## src/rtl/sevenseg_scan.sv

```systemverilog
// Multiplexed seven-segment driver: scans NUM_DIGITS digits onto shared segment
// lines with a blanking guard per slot and a once-per-frame pattern latch.
module sevenseg_scan #(
  parameter int NUM_DIGITS     = 8,
  parameter int REFRESH_DIV    = 100000,
  parameter int BLANK_CYCLES   = 16,
  parameter bit SEG_ACTIVE_LOW = 1'b1,
  parameter bit AN_ACTIVE_LOW  = 1'b1
) (
  input  logic                    clk,
  input  logic                    reset_n,
  input  logic                    enable,
  input  logic [7*NUM_DIGITS-1:0] sevenseg,
  output logic [6:0]              seg,
  output logic [NUM_DIGITS-1:0]   an,
  output logic                    frame_start
);

  localparam int CW = (REFRESH_DIV > 1) ? $clog2(REFRESH_DIV) : 1;
  localparam int DW = (NUM_DIGITS > 1) ? $clog2(NUM_DIGITS) : 1;

  localparam logic [CW-1:0]         CNT_LAST  = CW'(REFRESH_DIV - 1);
  localparam logic [CW-1:0]         CNT_BLANK = CW'(BLANK_CYCLES);
  localparam logic [DW-1:0]         DIG_LAST  = DW'(NUM_DIGITS - 1);
  localparam logic [6:0]            SEG_OFF   = SEG_ACTIVE_LOW ? 7'h7F : 7'h00;
  localparam logic [NUM_DIGITS-1:0] AN_OFF    = AN_ACTIVE_LOW ? '1 : '0;

  typedef enum logic {ST_BLANK, ST_SHOW} state_t;

  logic                    r_run;
  logic [CW-1:0]           r_cnt;
  logic [DW-1:0]           r_digit;
  logic [7*NUM_DIGITS-1:0] r_latch;
  logic [6:0]              r_seg;
  logic [NUM_DIGITS-1:0]   r_an;
  logic                    r_frame_start;

  logic [CW-1:0]           w_cnt_nxt;
  logic [DW-1:0]           w_digit_nxt;
  logic                    w_frame_nxt;
  logic [7*NUM_DIGITS-1:0] w_latch_nxt;
  logic [6:0]              w_pat;
  logic [NUM_DIGITS-1:0]   w_an_sel;
  state_t                  w_state_nxt;

  // Outputs are registered from the position being entered, so they always
  // describe the cycle in which they are visible. A stopped scan restarts at 0.
  always_comb begin
    // NOTE: every always_comb output gets a default first so no path can infer a latch.
    w_cnt_nxt   = '0;
    w_digit_nxt = '0;
    w_pat       = '0;
    w_an_sel    = '0;
    if (r_run) begin
      if (r_cnt == CNT_LAST) begin
        w_digit_nxt = (r_digit == DIG_LAST) ? '0 : r_digit + 1'b1;
      end else begin
        w_cnt_nxt   = r_cnt + 1'b1;
        w_digit_nxt = r_digit;
      end
    end
    w_frame_nxt = (w_cnt_nxt == '0) && (w_digit_nxt == '0);
    w_latch_nxt = w_frame_nxt ? sevenseg : r_latch;
    w_state_nxt = (w_cnt_nxt < CNT_BLANK) ? ST_BLANK : ST_SHOW;
    for (int d = 0; d < NUM_DIGITS; d++) begin
      if (w_digit_nxt == DW'(d)) begin
        w_pat       = w_latch_nxt[7*d +: 7];
        w_an_sel[d] = 1'b1;
      end
    end
  end

  always_ff @(posedge clk) begin
    // NOTE: reset is synchronous; disable shares the path so both abort the frame alike.
    if (!reset_n || !enable) begin
      r_run         <= 1'b0;
      r_cnt         <= '0;
      r_digit       <= '0;
      r_latch       <= '0;
      r_an          <= AN_OFF;
      r_seg         <= SEG_OFF;
      r_frame_start <= 1'b0;
    end else begin
      r_run         <= 1'b1;
      r_cnt         <= w_cnt_nxt;
      r_digit       <= w_digit_nxt;
      r_latch       <= w_latch_nxt;
      r_frame_start <= w_frame_nxt;
      case (w_state_nxt)
        ST_SHOW: begin
          r_an  <= w_an_sel ^ AN_OFF;
          r_seg <= w_pat ^ SEG_OFF;
        end
        default: begin
          r_an  <= AN_OFF;
          r_seg <= SEG_OFF;
        end
      endcase
    end
  end

  assign seg         = r_seg;
  assign an          = r_an;
  assign frame_start = r_frame_start;

endmodule

```

## config.mk

```make
export PLATFORM = sky130hd
export DESIGN_NAME = sevenseg_scan
export DESIGN_NICKNAME = d
export VERILOG_FILES = /design/src/rtl/sevenseg_scan.sv
export SDC_FILE = /design/constraint.sdc
export NUM_CORES = 1
export LEC_CHECK = 0
export ABC_AREA = 1
export BUFFER_PORTS_ARGS = -buffer_cell sky130_fd_sc_hd__buf_4
export CAP_MARGIN = 20
export CORE_ASPECT_RATIO = 2
export CORE_MARGIN = 4
export CORE_UTILIZATION = 40
export DETAILED_ROUTE_END_ITERATION = 8
export PLACE_DENSITY = 0.59
export SYNTH_ARGS = -nofsm -noshare
export SYNTH_HDL_FRONTEND = slang
export SYNTH_SLANG_ARGS = --single-unit
```

## constraint.sdc

```tcl
create_clock -name clk -period 2.87 [get_ports clk]
set_input_delay 0.574 -clock clk [delete_from_list [all_inputs] [get_ports clk]]
set_output_delay 0.574 -clock clk [all_outputs]
set_load 0.02 [all_outputs]
```

==> impl_metrics.yaml, run 1 <==
outcome:
  status: "finished clean"
timing:
  relSlewSlack_pct: 43.9
  finClkSkew_ps: 6.15
  maxSlewViolCount: 0
  setup_violations: 0
  finalWorstSetupSlack_ps: 169
  worst_slew_pin_slew_ps: 842
  period_share_pct: 94.1
  hold_slack_ps: 439
  hold_viol: 0
  timing.fmax_ghz: 0.370
  min_period_ps: 2700
route:
  drt_first_iter_violations: 233
  vias: 4431
  vias_per_cell: 4.79
  routed_wl_mm: 13.5
  firstDrtPassIters: 4
  remaining_drc_errors: 0
  routedWlPerCell_um: 14.6
  drt.antenna.violating_nets: 0
setup_path:
  end_kind: "flip-flop"
  critPathTopFamily: "simple AND/OR/NAND/NOR gates"
  cp_max_fo: 7
  arrival_ps: 2970
  crit_chain: "ha_2 -> nand2_2 -> nor3_2 -> buf_4 -> nand3_1 -> nand3_1 -> nand3_1 -> nor2_4 -> nand3_4 -> buf_12 -> buf_4 -> mux2i_1 -> o21ai_0 -> buf_4 -> o21bai_1"
  cp_slowest_stage_delay_ps: 350
  path_buf_inv: 4
  cpMaxStageDelayCell: "dfxtp_2"
  worstSetupStartpointType: "flip-flop"
  criticalPathCategory: "flip-flop to flip-flop"
  cp.required_ps: 3140
synth:
  synth-edff-count: 0
  synth_flop_cell: "dfxtp_1"
  synthCells: 686
  yosysSeqAreaShare_pct: 40.6
  synth_area_per_cell_sq_um: 6.69
  yosys_register_bits: 93
  syn_area_sq_um: 4590
  synth_nets: 748
  yosysWarnings: 0
  synthArstFlopShare_pct: 0
  ys_types: 30
floorplan:
  die_y_um: 159
  die_area_sq_um: 13400
  pin_count: 75
  core_region_area_sq_um: 11300
  row_count: 55
  start_util_pct: 40.7
  die_w_um: 83.7
grt:
  grt_max_degree: 79
  antenna_found_initial: 0
  grt_overflow: 0
  grt_pass1_vias: 4334
  grt_pass1_wl_mm: 20.5
  grt_util_all_layers_pct: 19.5
cells_and_area:
  antenna_cells: 0
  utilization_pct: 52.6
  drive_above_1_share_pct: 20.7
  num-fill-cells: 1158
  area_growth_syn_to_layout_pct: 29.4
  nets: 841
  instances_no_fill: 926
worst_hold_path:
  hp-class: "flip-flop to flip-flop"
placement:
  gp_congestion: 0.921
  place_ws_ps: 13.8
  dp_hpwl_mm: 9.88
  port_buffers: 74
  dp.cells: 896
cts:
  cts_root_buf: "clkbuf_16"
  hold_buffers: 0
  clk_pin_slew_ps: 70
  cts_sinks: 93
  h-tree-depth: 3
  insertion_delay_ps: 340
  cts_buffers: 9
  cts_tree: "done"
  cts.path.max_buffers: 2
job:
  maxCapViolCount: 0
power_and_ir_drop:
  p_leak_uw: 0.00278
  power_density_nw_per_um2: 470
  ir_worst_vdd_mv: 0.402
==> final timing paths <==
kind	start	cells past startpoint	endpoint	slack, ps
min	r_cnt[0]	1	r_cnt[0]	440
max reg2reg	r_cnt[0]	15	seg[1]	170
max	r_cnt[0]	15	seg[1]	170
min reg2reg	r_cnt[0]	1	r_cnt[0]	440
==> registers in the layout, summed over array words and instances (netlist names) <==
name and count:
r_cnt 17, r_digit 3, r_run 1, an 8, frame_start 1, r_latch 56
seg 7
==> synth_stat cells, drive strengths merged, types with 4 or more instances <==
cell type	n	share of area, %
buf	15	2.2
nand4	30	4.1
nor4	4	0.55
nand2	157	13
clkbuf	9	0.74
inv	122	10
nand3	58	6.7
dfxtp	93	41
nor2	126	11
nor3	5	0.55
o21bai	8	1.3
o21ai	24	2.6
mux2i	13	2.8
o21a	8	1.3
==> what timing repair did <==
| action | CTS | global route |
|---|---|---|
| setup buffers | 0 | 11 |
| resized for setup | 0 | 22 |
| setup endpoints to repair | 0 | 7 |
==> metrics by stage <==
| stage | TNS (ps) | total power, uW | instance area (sq um) |
|---|---|---|---|
| 3_3_place_gp | 0 | 1660 | 5410 |
| 3_5_place_dp | 0 | 1660 | 5410 |
| 2_1_floorplan | 0 | 1550 | 4590 |
| 6_report | 0 | 2790 | 5940 |
| 5_1_grt | -109 | 2910 | 5940 |
| 4_1_cts | 0 | 2800 | 5700 |
==> power by group <==
part	leakage (uW)	switching, uW	internal [uW]	total [uW]
clock network	0.000135	519	617	1140
logic	0.00188	169	146	314
registers	0.000760	9.81	1330	1340
==> kinds of logic (layout without fill, tap and decap cells) <==
logic type,Yosys count,in the layout,synth area share (%)
mux,13,13,2.84
compound gates,45,45,5.94
buf+inv,148,246,13.1
flops,93,93,40.6
xor+xnor,1,1,0.191
fa+ha+maj,3,3,0.818
simple gates,383,383,36.6
==> layout make-up <==
class / instances / area, sq um / share of cell area (%)
clock buffers: 10 / 239 / 4.03
well taps: 142 / 178 / 2.99
clock inverters: 6 / 46.3 / 0.780
flip-flops and latches: 93 / 1870 / 31.4
multi-input cells: 445 / 2210 / 37.2
inverters: 124 / 465 / 7.84
repair buffers: 106 / 936 / 15.8
==> worst register-to-register path: stages, from the launching register on <==
cell      delay, ps
dfxtp_2         350
ha_2            200
nand2_2         100
nor3_2          200
buf_4           160
nand3_1          70
nand3_1         120
nand3_1         140
nor2_4          180
nand3_4         170
buf_12          180
buf_4           150
mux2i_1         200
o21ai_0         110
buf_4           140
o21bai_1        150
==> placed cells by master (no fill, tap or decap), types with 4 or more instances in the layout <==
cell	n
o21ai_1	11
buf_4	96
mux2i_1	13
nand3_2	6
buf_12	7
nor4_1	4
clkbuf_16	12
nand4_1	30
o21a_1	8
nand2_1	151
dfxtp_1	90
nor2_4	7
inv_2	6
nor2_1	113
nor3_1	4
nand3_1	50
o21ai_0	12
o21bai_1	8
inv_1	116
nor2_2	6
nand2_2	6
==> metal layers <==
layer | up-vias | wire length (um) | track usage (%)
li1 | 2314 | - | -
met1 | 1990 | 4870 | 18.6
met2 | 92 | 7540 | 37.5
met3 | 35 | 399 | 2.74
met4 | 0 | 684 | 12.4
met5 | - | 0 | 0
Power figures use the tool's default switching activity.
==> run 2: changes to the inputs <==
--- a/config.mk
+++ b/config.mk
@@ -12,7 +12,7 @@
 export CORE_MARGIN = 4
 export CORE_UTILIZATION = 40
 export DETAILED_ROUTE_END_ITERATION = 8
-export PLACE_DENSITY = 0.59
+export PLACE_DENSITY = 0.64
 export SYNTH_ARGS = -nofsm -noshare
 export SYNTH_HDL_FRONTEND = slang
 export SYNTH_SLANG_ARGS = --single-unit
==> run 2 against run 1 <==
Clock power increased by 4%. Clock-buffer cell count is 1 higher. Clock skew up 2.2 ps. Sequential share of layout area is 0.69 points higher. Via count increased by 3.4%. Critical path type unchanged. Critical endpoint is now seg[6].
==> impl_metrics.yaml, run 2 (synthesis results as in run 1) <==
timing:
  rsz0062_at_grt: "true"
  hold_viol: 0
  period_share_pct: 94.8
  min_period_ps: 2720
  relSlewSlack_pct: 63.0
  worst_slew_pin_slew_ps: 551
  setup_violations: 0
  finClkSkew_ps: 8.33
  finalWorstSetupSlack_ps: 149
  timing.fmax_ghz: 0.368
  maxSlewViolCount: 0
  hold_slack_ps: 449
setup_path:
  r2r_end: "seg[6]"
  end_kind: "flip-flop"
  r2r_setup_slack_ps: 150
  arrival_ps: 2980
  cp_max_fo: 11
  r2r_cells: 16
  cp.required_ps: 3130
  rr_startpoint: "r_cnt[1]"
  criticalPathCategory: "flip-flop to flip-flop"
  worstSetupStartpointType: "flip-flop"
cells_and_area:
  drive_above_1_share_pct: 19.3
  largest_register: "r_latch"
  final_area_sq_um: 5800
  largest_reg_flops: 56
  final_cell_mix: "nand2_1, inv_1, nor2_1"
  num-fill-cells: 1153
  nets: 842
  layout_commonest_cell: "nand2_1"
  area_growth_syn_to_layout_pct: 26.4
  antenna_cells: 0
route:
  vias: 4582
  vias_per_cell: 4.95
  routedWlPerCell_um: 14.8
  firstDrtPassIters: 5
  drt_first_iter_violations: 284
  remaining_drc_errors: 0
  drt.antenna.violating_nets: 0
  routed_wl_mm: 13.7
placement:
  gp_congestion: 0.867
  dp_hpwl_mm: 10.5
  dpl_cell_area_sq_um: 5380
  port_buffers: 74
  place_ws_ps: -19.7
grt:
  grt_use_met3_pct: 2.85
  grt-busiest-layer: "met2"
  grt_max_degree: 45
  grt_pass1_vias: 4540
  grt_overflow: 0
  grt_pass1_wl_mm: 21.5
  use_met1_pct: 19.2
  grt_util_all_layers_pct: 20.3
  grtUsageMet2_pct: 39.6
  antenna_found_initial: 0
floorplan:
  start_util_pct: 40.7
  die_w_um: 83.7
  die_area_sq_um: 13400
  pin_count: 75
  core_region_area_sq_um: 11300
  row_count: 55
  die_y_um: 159
cts:
  insertion_delay_ps: 340
  cts_tree: "done"
  cts_buffers: 9
  clk_pin_slew_ps: 60
  cts_sinks: 93
  cts_root_buf: "clkbuf_16"
  cts.path.max_buffers: 2
  h-tree-depth: 3
power_and_ir_drop:
  switching_share_pct: 23.6
  power.share.sequential_pct: 47.4
  ir_worst_vdd_mv: 0.327
  clock_power_share_pct: 41.8
  netSwitchingPower_uw: 666
  p_int_uw: 2160
  p_leak_uw: 0.00276
  power_density_nw_per_um2: 487
  pwr-share-comb_pct: 10.7
job:
  maxCapViolCount: 0
worst_hold_path:
  min-delay-start: "r_cnt[0]"
  hp-class: "flip-flop to flip-flop"
  hold_end: "r_cnt[0]"
  whs_path_depth: 1
outcome:
  status: "finished clean"
run 2: cell count changes in the layout (fill, tap and decap cells not counted), sizes merged:
cell	delta
buf	+2
clkbuf	-2
clkinvlp	-2
inv	-2
nand3	+2
bufinv	+1
clkinv	+1
run 2: cell type report:
class | count | area (sq um) | area share, %
clock buffers | 11 | 243 | 4.18
clock inverters | 4 | 48.8 | 0.841
inverters | 124 | 465 | 8.02
multi-input cells | 447 | 2190 | 37.8
flip-flops and latches | 93 | 1860 | 32.1
well taps | 142 | 178 | 3.06
repair buffers | 105 | 811 | 14.0
run 2: worst max-delay path: stages (launching register included):
cell and delay [ps]:
dfxtp_1 360, ha_2 200, nand2_2 100, nor2_2 130, nand2_1 100, nor2_4 160
buf_4 150, nand2_1 60, nand3_2 80, nand3_2 100, nor2_4 230, nand3_2 200
buf_4 240, o21a_1 200, nand2_1 70, nand3_1 110, o21bai_1 170
run 2: power by group through the flow:
stage | Sequential [uW] | Clock [uW] | Combinational [uW]
CTS | 1340 | 1200 | 294
detailed placement | 1370 | 0 | 289
floorplan | 1370 | 0 | 178
global route | 1340 | 1250 | 341
finish | 1340 | 1180 | 303
global placement | 1370 | 0 | 286
run 2: repair_timing:
action,CTS,global route
pin swaps,0,4
endpoints found under the setup margin,3,7
gates resized for setup,0,17
setup buffers,0,6
cloned,1,1
hold buffers,0,0
run 2: how the worst max path moves through the flow:
stage,startpoint,end
after CTS,r_cnt[0],seg[6]
final,r_cnt[1],seg[6]
after global routing,r_cnt[1],seg[6]
after global placement,r_cnt[0],seg[4]
after detailed placement,r_cnt[0],seg[4]
after floorplan,r_cnt[0],seg[0]
run 2: metrics by stage:
stage,instances,total power (uW),setup TNS (ps),util (%)
detailed placement,903,1660,-21.5,47.7
finish,926,2830,0,51.4
global placement,903,1650,0,47.7
floorplan,686,1550,0,-
CTS,919,2840,0,50.3
global route,926,2940,-156,51.4
run 2: layer usage:
layer  share of wire, %  vias up
li1                   -     2311
met1                 35     2097
met2                 56      121
met3                3.6       53
met4                5.8        0
met5                  0        -
